<file path="config.mk">
export PLATFORM = sky130hd
export DESIGN_NAME = bg_scroll_ctrl
export DESIGN_NICKNAME = d
export VERILOG_FILES = /design/src/rtl/bg_scroll_ctrl.sv
export SDC_FILE = /design/constraint.sdc
export NUM_CORES = 1
export LEC_CHECK = 0
export BUFFER_PORTS_ARGS = -buffer_cell sky130_fd_sc_hd__buf_2
export CAP_MARGIN = 20
export CELL_PAD_IN_SITES_DETAIL_PLACEMENT = 0
export CELL_PAD_IN_SITES_GLOBAL_PLACEMENT = 1
export CORE_UTILIZATION = 44
export DETAILED_ROUTE_END_ITERATION = 10
export PLACE_DENSITY_LB_ADDON = 0.05
export SYNTH_ARGS = -nofsm -noshare
export SYNTH_HDL_FRONTEND = slang
export SYNTH_SLANG_ARGS = --single-unit
</file>
<file path="constraint.sdc">
create_clock -name clk -period 6.08 [get_ports clk]
set_input_delay 0 -clock clk [delete_from_list [all_inputs] [get_ports clk]]
set_output_delay 0 -clock clk [all_outputs]
set_load 0.05 [all_outputs]
</file>
<file path="src/rtl/bg_scroll_ctrl.sv">
// bg_scroll_ctrl
//   Background scroll controller. Each frame it adds `speed` to the fine
//   scroll offset. When the offset passes a full 16-pixel tile, it shifts
//   every tile in rows FIRST_ROW..LAST_ROW one column to the left in the
//   tilemap RAM. It then writes a freshly generated tile into the rightmost
//   column of each row.
//
// Ports
//   clk        system clock, rising edge
//   rst_n      synchronous active-low reset
//   frame_tick one-cycle pulse at vblank start
//   game_over  blocks new scroll steps while high
//   speed      scroll pixels per frame (0..7)
//   rd_data    tilemap read data, valid the cycle after rd_addr
//   rd_addr    tilemap read address
//   wr_en      tilemap write strobe
//   wr_addr    tilemap write address
//   wr_data    tilemap write data
//   x_offset   fine scroll offset to the background engine
//   busy       high while a column shift is in progress
module bg_scroll_ctrl #(
    parameter int          FIRST_ROW = 5,
    parameter int          LAST_ROW  = 29,
    parameter int          COLS      = 40,
    parameter logic [15:0] SEED      = 16'hACE1
) (
    input  logic        clk,
    input  logic        rst_n,
    input  logic        frame_tick,
    input  logic        game_over,
    input  logic [2:0]  speed,
    input  logic [15:0] rd_data,
    output logic [15:0] rd_addr,
    output logic        wr_en,
    output logic [15:0] wr_addr,
    output logic [15:0] wr_data,
    output logic [3:0]  x_offset,
    output logic        busy
);

    typedef enum logic [1:0] {IDLE, SHIFT, NEWCOL, DONE} state_t;

    localparam logic [7:0]  FIRST_R   = 8'(FIRST_ROW);
    localparam logic [7:0]  LAST_R    = 8'(LAST_ROW);
    localparam logic [7:0]  LAST_COL  = 8'(COLS - 1);
    localparam logic [7:0]  LAST_READ = 8'(COLS - 2);
    localparam logic [15:0] COLS16    = 16'(COLS);

    state_t      state_q, state_d;
    logic [7:0]  row_q, row_d;
    logic [7:0]  col_q, col_d;
    logic [3:0]  x_q, x_d;
    logic [3:0]  pend_q, pend_d;
    logic [15:0] lfsr_q, lfsr_d;
    logic [4:0]  sum;
    logic        lfsr_fb;

    function automatic logic [15:0] tile_addr(input logic [7:0] r, input logic [7:0] c);
        return 16'(c) + 16'(r) * COLS16;
    endfunction

    assign sum      = {1'b0, x_q} + {2'b00, speed};
    // Right-shifting form of the x^16+x^14+x^13+x^11+1 Fibonacci LFSR
    assign lfsr_fb  = lfsr_q[0] ^ lfsr_q[2] ^ lfsr_q[3] ^ lfsr_q[5];
    assign x_offset = x_q;
    assign busy     = (state_q != IDLE);

    always_ff @(posedge clk) begin
        if (!rst_n) begin
            state_q <= IDLE;
            row_q   <= '0;
            col_q   <= '0;
            x_q     <= '0;
            pend_q  <= '0;
            lfsr_q  <= SEED;
        end else begin
            state_q <= state_d;
            row_q   <= row_d;
            col_q   <= col_d;
            x_q     <= x_d;
            pend_q  <= pend_d;
            lfsr_q  <= lfsr_d;
        end
    end

    always_comb begin
        state_d = state_q;
        row_d   = row_q;
        col_d   = col_q;
        x_d     = x_q;
        pend_d  = pend_q;
        lfsr_d  = lfsr_q;
        rd_addr = '0;
        wr_en   = 1'b0;
        wr_addr = '0;
        wr_data = '0;

        case (state_q)
            IDLE: begin
                if (frame_tick && !game_over) begin
                    if (!sum[4]) begin
                        x_d = sum[3:0];
                    end else begin
                        pend_d  = sum[3:0];
                        row_d   = FIRST_R;
                        col_d   = '0;
                        state_d = SHIFT;
                    end
                end
            end

            SHIFT: begin
                // The cycle with col=c reads cell c+1 and writes cell c-1
                // from the data read on the previous cycle. The col=COLS-1
                // cycle only drains the last write.
                if (col_q <= LAST_READ) begin
                    rd_addr = tile_addr(row_q, col_q + 8'd1);
                end
                if (col_q != 8'd0) begin
                    wr_en   = 1'b1;
                    wr_addr = tile_addr(row_q, col_q - 8'd1);
                    wr_data = rd_data;
                end
                if (col_q == LAST_COL) begin
                    state_d = NEWCOL;
                end else begin
                    col_d = col_q + 8'd1;
                end
            end

            NEWCOL: begin
                wr_en   = 1'b1;
                wr_addr = tile_addr(row_q, LAST_COL);
                if (row_q == LAST_R) begin
                    wr_data = 16'h0108;
                end else begin
                    wr_data = {7'b0, (lfsr_q[3:0] == 4'd0), 2'b00, 3'd2, lfsr_q[6:4]};
                end
                lfsr_d = {lfsr_fb, lfsr_q[15:1]};
                if (row_q == LAST_R) begin
                    state_d = DONE;
                end else begin
                    row_d   = row_q + 8'd1;
                    col_d   = '0;
                    state_d = SHIFT;
                end
            end

            DONE: begin
                x_d     = pend_q;
                state_d = IDLE;
            end

            default: state_d = IDLE;
        endcase
    end

endmodule

</file>
==> results of run 1 <==
==> power by group <==
part	internal [mW]	switching [mW]	leakage (nW)	total, mW
sequential	0.277	0.00224	0.339	0.279
combinational	0.0215	0.0395	1.53	0.0610
clock	0.0937	0.108	0.0478	0.202
==> through the flow <==
stage	utilization, %	power (mW)	hold WS [ps]	cells	instance area, µm²
finish	51.2	0.542	103	627	4220
global route	51.2	0.567	141	627	4220
CTS	51.2	0.548	107	627	4220
detailed placement	50.0	0.347	380	619	4130
global placement	50.0	0.346	380	619	4130
floorplan	-	0.333	296	468	3780
==> area by class of cell <==
cell class / count / area (µm²) / share of cell area [%]
inverters: 21 / 78.8 / 1.87
multi-input cells: 377 / 2700 / 63.9
flip-flops and latches: 42 / 841 / 19.9
repair buffers: 74 / 375 / 8.89
well taps: 105 / 131 / 3.11
clock buffers: 6 / 82.6 / 1.95
clock inverters: 2 / 16.3 / 0.385
==> path summary, 6_finish.rpt <==
| path | from | to | slack (ps) |
|---|---|---|---|
| setup reg to reg | x_offset[0]$_SDFFE_PN0P_ | row_q[7]$_SDFFE_PN0P_ | 3690 |
| setup / recovery | row_q[1]$_SDFFE_PN0P_ | rd_addr[11] | 2550 |
| hold / removal | speed[0] | pend_q[0]$_SDFFE_PN0P_ | 100 |
| hold reg to reg | lfsr_q[7]$_SDFFE_PN1P_ | lfsr_q[6]$_SDFFE_PN1P_ | 480 |
==> metal layers <==
layer	wire length, µm	vias up	track usage (%)	share of wire, %
li1	-	1728	-	-
met1	4420	1535	29.0	49
met2	4010	82	33.5	45
met3	382	13	2.74	4.3
met4	148	0	7.07	1.6
met5	0	-	0	0
==> sequential cells by signal (all words and copies together), names as in the netlist <==
name	count
col_q	8
lfsr_q	16
pend_q	4
row_q	8
state_q	2
x_offset	4
==> layout by cell type, fill, tap and decap left out, types with 3 or more instances in the layout <==
cell	instances
sky130_fd_sc_hd__dfxtp_1	42
sky130_fd_sc_hd__a21boi_0	7
sky130_fd_sc_hd__o21a_1	4
sky130_fd_sc_hd__ha_1	36
sky130_fd_sc_hd__a22o_1	5
sky130_fd_sc_hd__buf_2	72
sky130_fd_sc_hd__nor3b_1	3
sky130_fd_sc_hd__nand2_1	38
sky130_fd_sc_hd__a21o_1	8
sky130_fd_sc_hd__a211oi_1	5
sky130_fd_sc_hd__fa_1	4
sky130_fd_sc_hd__conb_1	4
sky130_fd_sc_hd__a31oi_1	5
sky130_fd_sc_hd__nand4_1	7
sky130_fd_sc_hd__nor2b_1	22
sky130_fd_sc_hd__nand3_1	15
sky130_fd_sc_hd__o22ai_1	9
sky130_fd_sc_hd__o21bai_1	3
sky130_fd_sc_hd__nor3_1	8
sky130_fd_sc_hd__nor2_1	39
sky130_fd_sc_hd__mux2i_1	20
sky130_fd_sc_hd__nand3b_1	3
sky130_fd_sc_hd__and2_1	9
sky130_fd_sc_hd__inv_1	21
sky130_fd_sc_hd__xnor2_1	22
sky130_fd_sc_hd__and3_1	14
sky130_fd_sc_hd__a21oi_1	15
sky130_fd_sc_hd__clkbuf_8	6
sky130_fd_sc_hd__xor2_1	22
sky130_fd_sc_hd__o21ai_0	19
==> critical path, delay by kind of cell, from the launching register on <==
kind / cells / cell delay (ps)
and+or+nand+nor: 2 / 370
adders and majority gates: 3 / 920
xor gates and xnor gates: 2 / 830
AOI/OAI and AO/OA: 1 / 360
buffers and inverters: 1 / 280
DFF: 1 / 470
==> cells by family (layout without fill, tap and decap cells) <==
kind of cell	count (synthesis)	in the layout	share of synthesized area, %
flip-flops	42	42	22.3
multiplexers	20	20	5.32
adder cells (fa/ha/maj)	40	40	14.1
buffers and inverters	49	103	6.31
AND/OR/NAND/NOR	173	173	24.1
XOR/XNOR	44	44	10.2
other	1	4	0.0996
AO/OA/AOI/OAI	96	96	17.5
==> run_summary.xml, run 1 <==
<?xml version="1.0" encoding="UTF-8"?>
<metrics>
  <group name="cells_and_area">
    <metric name="n_antenna_cell" unit="">0</metric>
    <metric name="fillers" unit="">827</metric>
    <metric name="post_route_cells_drive_above_1_share" unit="%">18.2</metric>
    <metric name="synth_to_layout_area_growth" unit="%">12.2</metric>
    <metric name="num-nets-final" unit="">584</metric>
  </group>
  <group name="placed_design">
    <metric name="finalWeightedCongestion" unit="">0.844</metric>
    <metric name="io_buffers" unit="">72</metric>
    <metric name="hpwl" unit="µm">6930</metric>
    <metric name="place_worst_setup_slack" unit="ps">2850</metric>
  </group>
  <group name="status">
    <metric name="status" unit="">complete, no violations</metric>
  </group>
  <group name="logic_synthesis">
    <metric name="synth_flop_cell" unit="">sky130_fd_sc_hd__dfxtp_1</metric>
    <metric name="yosys-top-cells-count" unit="">42 x sky130_fd_sc_hd__dfxtp_1, 39 x sky130_fd_sc_hd__nor2_1, 38 x sky130_fd_sc_hd__nand2_1, 36 x sky130_fd_sc_hd__ha_1</metric>
    <metric name="largest_area_contributor_in_the_synthesized_netlist" unit="">sky130_fd_sc_hd__dfxtp_1</metric>
    <metric name="ys_ff_latch" unit="">42</metric>
    <metric name="synth_async_sr_flop_share" unit="%">0</metric>
    <metric name="synth_most_common_cell" unit="">sky130_fd_sc_hd__dfxtp_1</metric>
    <metric name="mean_cell_area_of_the_mapped_netlist" unit="µm²">8.10</metric>
    <metric name="yosys.cell_types.count" unit="">60</metric>
    <metric name="netlist_area" unit="µm²">3770</metric>
    <metric name="synth.top_cells.by_area" unit="">sky130_fd_sc_hd__dfxtp_1 22%, sky130_fd_sc_hd__ha_1 12%, sky130_fd_sc_hd__mux2i_1 5.3%</metric>
    <metric name="synth_enable_flop_cells" unit="">0</metric>
    <metric name="synth.top_cell.area_share" unit="%">22.3</metric>
    <metric name="synthCells" unit="">465</metric>
    <metric name="seq_area_frac_synth" unit="%">22.3</metric>
    <metric name="ys.warnings.count" unit="">0</metric>
  </group>
  <group name="global_routing">
    <metric name="grt_usage" unit="%">21.0</metric>
    <metric name="grt.overflow.total" unit="">0</metric>
    <metric name="grt_pass1_wl" unit="µm">14700</metric>
    <metric name="grt_max_degree" unit="">40</metric>
    <metric name="vias_in_the_first_global_route" unit="">3042</metric>
    <metric name="number_of_antenna_violations_at_the_first_check_in_global_routing" unit="">0</metric>
  </group>
  <group name="floorplanning">
    <metric name="dieArea" unit="µm²">8930</metric>
    <metric name="horizontal_die_dimension" unit="µm">94.5</metric>
    <metric name="die_h" unit="µm">94.5</metric>
    <metric name="placeableCoreArea" unit="µm²">8260</metric>
    <metric name="initial_core_util" unit="%">45.6</metric>
    <metric name="ioPinCount" unit="">77</metric>
    <metric name="core.rowCount" unit="">33</metric>
  </group>
  <group name="sta">
    <metric name="tns" unit="ps">0</metric>
    <metric name="unrepaired_setup_endpoints_after_global_routing" unit="">no</metric>
    <metric name="max_freq" unit="MHz">283</metric>
    <metric name="min_period_over_period" unit="%">58.1</metric>
    <metric name="final_hold_viol_count" unit="">0</metric>
    <metric name="tightest_slew" unit="ps">897</metric>
    <metric name="finalMaxSlewViolations" unit="">0</metric>
    <metric name="post-route-min-period" unit="ps">3530</metric>
    <metric name="finalClockSkew" unit="ps">10.2</metric>
    <metric name="final-setup-viol-count" unit="">0</metric>
    <metric name="timing.final.ws_setup" unit="ps">2550</metric>
    <metric name="max_slew_margin" unit="%">40.0</metric>
  </group>
  <group name="setup_path">
    <metric name="cpMaxStageDelayCell" unit="">sky130_fd_sc_hd__xor2_1</metric>
    <metric name="critPathArrivalTime" unit="ps">3530</metric>
    <metric name="critPathKind" unit="">reg -&gt; out</metric>
    <metric name="data_required_critical_path" unit="ps">6080</metric>
    <metric name="timing.critical_path.to_type" unit="">primary output</metric>
    <metric name="worst_setup_path_start_kind" unit="">flip-flop</metric>
    <metric name="timing.critical_path.cells" unit="">ha_1 -&gt; ha_1 -&gt; fa_1 -&gt; xor2_1 -&gt; o21ai_0 -&gt; nor3_1 -&gt; xnor2_1 -&gt; nor2_1 -&gt; buf_2</metric>
    <metric name="cp_slowest_stage_delay" unit="ps">740</metric>
    <metric name="worst_r2r_path_depth" unit="">9</metric>
    <metric name="critical_path_peak_fanout" unit="">12</metric>
    <metric name="cpMostUsedCell" unit="">sky130_fd_sc_hd__ha_1</metric>
  </group>
  <group name="clock_network">
    <metric name="cts_hold_repair.buffers" unit="">0</metric>
    <metric name="root_buffer" unit="">sky130_fd_sc_hd__clkbuf_8</metric>
    <metric name="max-clock-path-buffers" unit="">2</metric>
    <metric name="insertion_delay" unit="ps">300</metric>
    <metric name="cts_resized" unit="">0</metric>
    <metric name="cts_tree" unit="">done</metric>
    <metric name="post_cts_setup_buffer_count" unit="">0</metric>
    <metric name="cts.sinks" unit="">42</metric>
    <metric name="cts_made_buffers" unit="">5</metric>
    <metric name="ctsHtreeMaxLevel" unit="">2</metric>
    <metric name="path_clk_slew" unit="ps">90</metric>
  </group>
  <group name="hold_path">
    <metric name="holdCritPathClass" unit="">in -&gt; reg</metric>
    <metric name="hold_depth" unit="">4</metric>
  </group>
  <group name="routing">
    <metric name="final_antenna_net_count" unit="">0</metric>
    <metric name="vias_per_cell" unit="">5.36</metric>
    <metric name="drt_iter0_markers" unit="">165</metric>
    <metric name="vias" unit="">3358</metric>
    <metric name="route.detailed.drc" unit="">0</metric>
    <metric name="wl" unit="µm">8970</metric>
    <metric name="detail_route.wl_per_cell" unit="µm">14.3</metric>
    <metric name="drt_pass1_iterations" unit="">4</metric>
  </group>
  <group name="power">
    <metric name="p_leak" unit="nW">1.92</metric>
    <metric name="vdd.ir_drop.worst" unit="mV">0.0996</metric>
    <metric name="power_density" unit="nW/µm²">128</metric>
  </group>
  <group name="run">
    <metric name="drv_cap" unit="">0</metric>
  </group>
</metrics>
Power figures use the tool's default switching activity.
==> run 2, diff against run 1 <==
--- a/config.mk
+++ b/config.mk
@@ -9,7 +9,7 @@
 export CAP_MARGIN = 20
 export CELL_PAD_IN_SITES_DETAIL_PLACEMENT = 0
 export CELL_PAD_IN_SITES_GLOBAL_PLACEMENT = 1
-export CORE_UTILIZATION = 44
+export CORE_UTILIZATION = 37
 export DETAILED_ROUTE_END_ITERATION = 10
 export PLACE_DENSITY_LB_ADDON = 0.05
 export SYNTH_ARGS = -nofsm -noshare
==> constraint.sdc (replaced) <==
create_clock -name clk -period 3.2 [get_ports clk]
set_input_delay 0 -clock clk [delete_from_list [all_inputs] [get_ports clk]]
set_output_delay 0 -clock clk [all_outputs]
set_load 0.05 [all_outputs]
==> run 2 against run 1 <==
Critical path depth is 2 higher. Via count hardly changed. Flip-flop and latch count stayed put. Non-clock buffer count is 10 higher. Total power is 90% higher. Global-route usage is 2.3 points lower. Largest power group unchanged. Sequential power is 89% higher. Hold slack worse by 1.0 ps. Critical endpoint is now wr_addr[11]. Combinational power is 95% higher. Setup slack worse by 2400 ps. Register-to-register slack worse by 3000 ps. Highest routed layer unchanged. Final area is 5.4% higher.
==> run_summary.xml, run 2 (synthesis results as in run 1) <==
<?xml version="1.0" encoding="UTF-8"?>
<metrics>
  <group name="clock_network">
    <metric name="cts_tree" unit="">done</metric>
    <metric name="insertion_delay" unit="ps">300</metric>
    <metric name="cts.sinks" unit="">42</metric>
    <metric name="max-clock-path-buffers" unit="">2</metric>
    <metric name="path_clk_slew" unit="ps">100</metric>
    <metric name="cts_made_buffers" unit="">5</metric>
    <metric name="ctsHtreeMaxLevel" unit="">2</metric>
    <metric name="cts_hold_repair.buffers" unit="">0</metric>
    <metric name="root_buffer" unit="">sky130_fd_sc_hd__clkbuf_8</metric>
  </group>
  <group name="sta">
    <metric name="tightest_slew" unit="ps">650</metric>
    <metric name="hold_ws" unit="ps">102</metric>
    <metric name="tns" unit="ps">0</metric>
    <metric name="min_period_over_period" unit="%">95.9</metric>
    <metric name="unrepaired_setup_endpoints_after_global_routing" unit="">yes</metric>
    <metric name="post-route-min-period" unit="ps">3070</metric>
    <metric name="final-setup-viol-count" unit="">0</metric>
    <metric name="max_slew_margin" unit="%">56.4</metric>
    <metric name="final_hold_viol_count" unit="">0</metric>
    <metric name="finalClockSkew" unit="ps">6.77</metric>
    <metric name="finalMaxSlewViolations" unit="">0</metric>
    <metric name="timing.final.ws_setup" unit="ps">132</metric>
    <metric name="max_freq" unit="MHz">326</metric>
  </group>
  <group name="power">
    <metric name="power_frac_comb" unit="%">11.5</metric>
    <metric name="p_clk_share" unit="%">37.2</metric>
    <metric name="p_leak" unit="nW">2.02</metric>
    <metric name="total_power" unit="mW">1.03</metric>
    <metric name="switching_share" unit="%">29.1</metric>
    <metric name="internal_power" unit="mW">0.730</metric>
    <metric name="switching_power" unit="mW">0.300</metric>
    <metric name="sequentialPowerShare" unit="%">51.2</metric>
    <metric name="power_density" unit="nW/µm²">231</metric>
    <metric name="vdd.ir_drop.worst" unit="mV">0.149</metric>
  </group>
  <group name="setup_path">
    <metric name="data_required_critical_path" unit="ps">3200</metric>
    <metric name="worst_setup_path_start_kind" unit="">flip-flop</metric>
    <metric name="critPathKind" unit="">reg -&gt; out</metric>
    <metric name="timing.reg2reg.setup_slack" unit="ps">730</metric>
    <metric name="critPathArrivalTime" unit="ps">3070</metric>
    <metric name="worst_r2r_path_depth" unit="">9</metric>
    <metric name="timing.critical_path.to_type" unit="">primary output</metric>
    <metric name="r2r_start" unit="">x_offset[0]$_SDFFE_PN0P_</metric>
    <metric name="critical_path_peak_fanout" unit="">4</metric>
    <metric name="critical_path.reg2reg.endpoint" unit="">row_q[7]$_SDFFE_PN0P_</metric>
  </group>
  <group name="cells_and_area">
    <metric name="layout.core_utilization" unit="%">45.3</metric>
    <metric name="leading_cell_type_in_the_layout_fill_and_taps_excluded" unit="">sky130_fd_sc_hd__buf_2</metric>
    <metric name="largest_register_ffs" unit="">16</metric>
    <metric name="post_route_cells_drive_above_1_share" unit="%">23.9</metric>
    <metric name="final_cell_mix" unit="">66 x sky130_fd_sc_hd__buf_2, 38 x sky130_fd_sc_hd__nand2_1, 38 x sky130_fd_sc_hd__nor2_1</metric>
    <metric name="n_antenna_cell" unit="">0</metric>
    <metric name="num-nets-final" unit="">594</metric>
    <metric name="finish.instance_area" unit="µm²">4450</metric>
    <metric name="reg_top3" unit="">lfsr_q: 16 flops, col_q: 8 flops, row_q: 8 flops</metric>
    <metric name="registers.top_by_ff_count" unit="">lfsr_q</metric>
    <metric name="synth_to_layout_area_growth" unit="%">18.2</metric>
    <metric name="finish.cell_count_without_fillers" unit="">665</metric>
  </group>
  <group name="routing">
    <metric name="drt_pass1_iterations" unit="">4</metric>
    <metric name="detail_route.wl_per_cell" unit="µm">14.4</metric>
    <metric name="wl" unit="µm">9580</metric>
    <metric name="vias" unit="">3357</metric>
    <metric name="route.detailed.drc" unit="">0</metric>
    <metric name="drt_iter0_markers" unit="">145</metric>
    <metric name="final_antenna_net_count" unit="">0</metric>
    <metric name="vias_per_cell" unit="">5.05</metric>
  </group>
  <group name="global_routing">
    <metric name="number_of_antenna_violations_at_the_first_check_in_global_routing" unit="">0</metric>
    <metric name="grt.overflow.total" unit="">0</metric>
    <metric name="grt_usage" unit="%">18.7</metric>
    <metric name="grt_max_degree" unit="">40</metric>
    <metric name="vias_in_the_first_global_route" unit="">3095</metric>
    <metric name="grt_pass1_wl" unit="µm">15500</metric>
  </group>
  <group name="floorplanning">
    <metric name="die_h" unit="µm">103</metric>
    <metric name="core.rowCount" unit="">36</metric>
    <metric name="ioPinCount" unit="">77</metric>
    <metric name="dieArea" unit="µm²">10600</metric>
    <metric name="initial_core_util" unit="%">38.4</metric>
    <metric name="horizontal_die_dimension" unit="µm">103</metric>
    <metric name="placeableCoreArea" unit="µm²">9820</metric>
  </group>
  <group name="placed_design">
    <metric name="placement.cell_area" unit="µm²">4220</metric>
    <metric name="finalWeightedCongestion" unit="">0.852</metric>
    <metric name="placed_cells_incl_taps" unit="">655</metric>
    <metric name="io_buffers" unit="">72</metric>
    <metric name="hpwl" unit="µm">7390</metric>
    <metric name="place_worst_setup_slack" unit="ps">193</metric>
  </group>
  <group name="hold_path">
    <metric name="holdCritPathClass" unit="">in -&gt; reg</metric>
    <metric name="hold-path-endpoint" unit="">pend_q[0]$_SDFFE_PN0P_</metric>
    <metric name="hold_depth" unit="">4</metric>
    <metric name="hold_start" unit="">speed[0]</metric>
  </group>
  <group name="status">
    <metric name="status" unit="">complete, no violations</metric>
  </group>
  <group name="run">
    <metric name="drv_cap" unit="">0</metric>
  </group>
</metrics>
==> run 2: changes by cell type in the layout (fill, tap and decap cells not counted), moves of 4 or more <==
| cell | delta |
|---|---|
| sky130_fd_sc_hd__xnor2_2 | +4 |
| sky130_fd_sc_hd__ha_1 | -4 |
| sky130_fd_sc_hd__buf_4 | +14 |
| sky130_fd_sc_hd__xnor2_1 | -4 |
| sky130_fd_sc_hd__buf_2 | -6 |
| sky130_fd_sc_hd__dfxtp_1 | -6 |
| sky130_fd_sc_hd__dfxtp_2 | +4 |
==> run 2: routing by layer <==
layer,track usage [%],part of all wire [%],up-vias
li1,-,-,1753
met1,25.3,50,1547
met2,32.0,47,55
met3,2.24,3.0,2
met4,3.90,0.42,0
met5,0,0,-
==> run 2: worst max-delay path by stage <==
stage                             end  slack (ps)  cells past startpoint                   from
after global placement    wr_addr[11]         240                     13  col_q[0]$_SDFFE_PN0P_
after global routing      wr_addr[11]         -60                     13  col_q[0]$_SDFFE_PN0P_
after floorplan           wr_addr[11]          50                     10  row_q[3]$_SDFFE_PN0P_
after detailed placement  wr_addr[11]         190                     13  col_q[0]$_SDFFE_PN0P_
after CTS                 wr_addr[11]         -30                     13  col_q[0]$_SDFFE_PN0P_
final                     wr_addr[11]         130                     11  row_q[1]$_SDFFE_PN0P_
==> run 2: cell type report <==
cell class                 count  area (µm²)
fill                        1019        5370
clock inverter                 3        28.8
tap                          133         166
clock buffer                   5        68.8
inverter                      21        78.8
timing repair buffer          84         465
sequential                    42         853
multi-input combinational    377        2790
==> run 2: worst max-delay path, stage by stage (launching register included) <==
cell                      delay, ps
sky130_fd_sc_hd__dfxtp_1        320
sky130_fd_sc_hd__ha_1           290
sky130_fd_sc_hd__ha_1           230
sky130_fd_sc_hd__fa_2           490
sky130_fd_sc_hd__ha_4           300
sky130_fd_sc_hd__o21ai_0         90
sky130_fd_sc_hd__a21oi_2        150
sky130_fd_sc_hd__o21a_1         190
sky130_fd_sc_hd__nand3_1        110
sky130_fd_sc_hd__mux2i_1        150
sky130_fd_sc_hd__o22ai_1        200
sky130_fd_sc_hd__buf_4          240
==> run 2: power by group through the flow <==
| stage | sequential [mW] | combinational [mW] | clock (mW) |
|---|---|---|---|
| 2_1_floorplan | 0.551 | 0.0817 | 0 |
| 3_3_place_gp | 0.541 | 0.118 | 0 |
| 3_5_place_dp | 0.542 | 0.119 | 0 |
| 4_1_cts | 0.529 | 0.119 | 0.399 |
| 5_1_grt | 0.529 | 0.133 | 0.419 |
| 6_report | 0.528 | 0.119 | 0.383 |
==> run 2: what timing repair did <==
action | CTS | global route
pin swaps | 0 | 3
resized for setup | 8 | 26
endpoints found under the setup margin | 5 | 9
buffers inserted | 0 | 2
gates cloned | 0 | 0
==> run 3, diff against run 2 <==
--- a/config.mk
+++ b/config.mk
@@ -12,6 +12,7 @@
 export CORE_UTILIZATION = 37
 export DETAILED_ROUTE_END_ITERATION = 10
 export PLACE_DENSITY_LB_ADDON = 0.05
+export REMOVE_ABC_BUFFERS = 1
 export SYNTH_ARGS = -nofsm -noshare
 export SYNTH_HDL_FRONTEND = slang
 export SYNTH_SLANG_ARGS = --single-unit
==> run 3 against run 2 <==
First-iteration DRC count fell by 25%. Flip-flop and latch count is the same. Sequential power about the same.
==> run_summary.xml, run 3 (synthesis results as in run 1) <==
<?xml version="1.0" encoding="UTF-8"?>
<metrics>
  <group name="status">
    <metric name="status" unit="">complete, no violations</metric>
  </group>
  <group name="setup_path">
    <metric name="critPathKind" unit="">reg -&gt; out</metric>
    <metric name="r2r_start" unit="">x_offset[0]$_SDFFE_PN0P_</metric>
    <metric name="critical_path_peak_fanout" unit="">3</metric>
    <metric name="cpMaxStageDelayCell" unit="">sky130_fd_sc_hd__fa_1</metric>
    <metric name="worst_r2r_path_depth" unit="">9</metric>
    <metric name="timing.reg2reg.setup_slack" unit="ps">770</metric>
    <metric name="startpoint_of_the_most_critical_setup_path" unit="">row_q[1]$_SDFFE_PN0P_</metric>
    <metric name="critical_path.reg2reg.endpoint" unit="">row_q[7]$_SDFFE_PN0P_</metric>
    <metric name="data_required_critical_path" unit="ps">3200</metric>
    <metric name="cp_slowest_stage_delay" unit="ps">510</metric>
    <metric name="timing.critical_path.cells" unit="">ha_1 -&gt; ha_1 -&gt; fa_1 -&gt; ha_1 -&gt; o21ai_0 -&gt; a21oi_2 -&gt; o21a_1 -&gt; nand3_1 -&gt; mux2i_1 -&gt; o22ai_1 -&gt; buf_4</metric>
    <metric name="critPathArrivalTime" unit="ps">3100</metric>
    <metric name="path_delay_family" unit="">adder cells</metric>
    <metric name="worst_setup_path_start_kind" unit="">flip-flop</metric>
    <metric name="path_depth" unit="">11</metric>
    <metric name="cpMostUsedCell" unit="">sky130_fd_sc_hd__ha_1</metric>
    <metric name="crit_end" unit="">wr_addr[11]</metric>
    <metric name="cp.buffers_inverters" unit="">1</metric>
    <metric name="timing.critical_path.to_type" unit="">primary output</metric>
  </group>
  <group name="floorplanning">
    <metric name="dieArea" unit="µm²">10600</metric>
    <metric name="placeableCoreArea" unit="µm²">9820</metric>
    <metric name="horizontal_die_dimension" unit="µm">103</metric>
    <metric name="core.rowCount" unit="">36</metric>
    <metric name="ioPinCount" unit="">77</metric>
    <metric name="die_h" unit="µm">103</metric>
    <metric name="initial_core_util" unit="%">38.4</metric>
  </group>
  <group name="cells_and_area">
    <metric name="layout.core_utilization" unit="%">45.6</metric>
    <metric name="leading_cell_type_in_the_layout_fill_and_taps_excluded" unit="">sky130_fd_sc_hd__buf_2</metric>
    <metric name="num-nets-final" unit="">598</metric>
    <metric name="post_route_cells_drive_above_1_share" unit="%">23.5</metric>
    <metric name="final_cell_mix" unit="">64 x sky130_fd_sc_hd__buf_2, 39 x sky130_fd_sc_hd__nor2_1, 38 x sky130_fd_sc_hd__nand2_1</metric>
    <metric name="reg_top3" unit="">lfsr_q: 16 flops, col_q: 8 flops, row_q: 8 flops</metric>
    <metric name="largest_register_ffs" unit="">16</metric>
    <metric name="synth_to_layout_area_growth" unit="%">18.8</metric>
    <metric name="registers.top_by_ff_count" unit="">lfsr_q</metric>
    <metric name="finish.cell_count_without_fillers" unit="">669</metric>
    <metric name="n_antenna_cell" unit="">0</metric>
  </group>
  <group name="routing">
    <metric name="vias_per_cell" unit="">5.02</metric>
    <metric name="wl" unit="µm">9170</metric>
    <metric name="drt_pass1_iterations" unit="">4</metric>
    <metric name="drt_iter0_markers" unit="">109</metric>
    <metric name="final_antenna_net_count" unit="">0</metric>
    <metric name="route.detailed.drc" unit="">0</metric>
    <metric name="vias" unit="">3359</metric>
    <metric name="detail_route.wl_per_cell" unit="µm">13.7</metric>
  </group>
  <group name="sta">
    <metric name="max_freq" unit="MHz">322</metric>
    <metric name="post-route-min-period" unit="ps">3100</metric>
    <metric name="finalMaxSlewViolations" unit="">0</metric>
    <metric name="finalClockSkew" unit="ps">5.55</metric>
    <metric name="max_slew_margin" unit="%">56.4</metric>
    <metric name="final_hold_viol_count" unit="">0</metric>
    <metric name="unrepaired_setup_endpoints_after_global_routing" unit="">yes</metric>
    <metric name="min_period_over_period" unit="%">96.9</metric>
    <metric name="final-setup-viol-count" unit="">0</metric>
    <metric name="tightest_slew" unit="ps">651</metric>
  </group>
  <group name="clock_network">
    <metric name="path_clk_slew" unit="ps">90</metric>
    <metric name="root_buffer" unit="">sky130_fd_sc_hd__clkbuf_8</metric>
    <metric name="ctsHtreeMaxLevel" unit="">2</metric>
    <metric name="cts.sinks" unit="">42</metric>
    <metric name="cts_hold_repair.buffers" unit="">0</metric>
    <metric name="insertion_delay" unit="ps">290</metric>
    <metric name="cts_tree" unit="">done</metric>
    <metric name="cts_made_buffers" unit="">5</metric>
    <metric name="max-clock-path-buffers" unit="">2</metric>
  </group>
  <group name="global_routing">
    <metric name="grt.overflow.total" unit="">0</metric>
    <metric name="grt_pass1_wl" unit="µm">14800</metric>
    <metric name="grt_usage" unit="%">17.8</metric>
    <metric name="number_of_antenna_violations_at_the_first_check_in_global_routing" unit="">0</metric>
    <metric name="vias_in_the_first_global_route" unit="">2925</metric>
    <metric name="grt_max_degree" unit="">40</metric>
  </group>
  <group name="placed_design">
    <metric name="finalWeightedCongestion" unit="">0.847</metric>
    <metric name="io_buffers" unit="">72</metric>
    <metric name="hpwl" unit="µm">7150</metric>
    <metric name="placed_cells_incl_taps" unit="">658</metric>
  </group>
  <group name="power">
    <metric name="vdd.ir_drop.worst" unit="mV">0.245</metric>
    <metric name="total_power" unit="mW">1.07</metric>
    <metric name="p_leak" unit="nW">2.05</metric>
    <metric name="power_density" unit="nW/µm²">238</metric>
  </group>
  <group name="run">
    <metric name="drv_cap" unit="">0</metric>
  </group>
  <group name="hold_path">
    <metric name="holdCritPathClass" unit="">in -&gt; reg</metric>
  </group>
</metrics>
-- run 3: cell types whose count changed in the layout (fill, tap and decap cells not counted), sizes merged --
cell    before  now
clkbuf       7   10
buf         82   83
bufinv       0    1
inv         23   21
clkinv       1    2
-- run 3: report_power, final --
group	switching [mW]	internal, mW
clock network	0.191	0.230
registers	0.00332	0.524
logic	0.0765	0.0425
-- run 3: final cells by class --
cell class,count,area (µm²)
multi-input cells,377,2770
well taps,133,166
clock buffers,5,68.8
repair buffers,88,500
flip-flops and latches,42,852
inverters,21,78.8
fillers,1033,5340
clock inverters,3,40.0
-- run 3: worst min-delay path by stage --
stage / startpoint / to / depth (start not counted)
3_5_place_dp: rd_data[8] / wr_data[8] / 4
3_3_place_gp: rd_data[8] / wr_data[8] / 4
4_1_cts: speed[0] / pend_q[0]$_SDFFE_PN0P_ / 4
2_1_floorplan: rst_n / lfsr_q[0]$_SDFFE_PN1P_ / 1
6_report: speed[0] / pend_q[0]$_SDFFE_PN0P_ / 4
5_1_grt: speed[0] / pend_q[0]$_SDFFE_PN0P_ / 4
-- run 3: repair_timing --
item,4_1_cts,5_1_grt
buffers inserted,1,2
pin swaps,1,3
gates resized for setup,6,26
setup endpoints to repair,4,11
endpoints found under the hold margin,0,0
-- run 3: stage by stage --
step | hold WS (ps) | setup slack (ps) | cell area [µm²] | setup TNS [ps]
floorplan | 61.9 | 18.8 | 3620 | 0
global placement | 381 | 222 | 4240 | 0
detailed placement | 387 | 176 | 4240 | 0
CTS | 121 | -25.4 | 4380 | -25.4
global route | 160 | -49.4 | 4480 | -148
finish | 112 | 98.1 | 4480 | 0
-- run 3: metal layers --
layer / vias up / track usage, % / share of wire (%)
li1: 1757 / - / -
met1: 1523 / 25.8 / 51
met2: 73 / 28.4 / 44
met3: 6 / 1.97 / 4.1
met4: 0 / 3.90 / 0.87
met5: - / 0 / 0
-- run 3: tightest hold or removal path: stages --
cell	delay (ps)
sky130_fd_sc_hd__buf_2	80
sky130_fd_sc_hd__ha_1	130
sky130_fd_sc_hd__mux2i_1	60
sky130_fd_sc_hd__nor2b_1	100
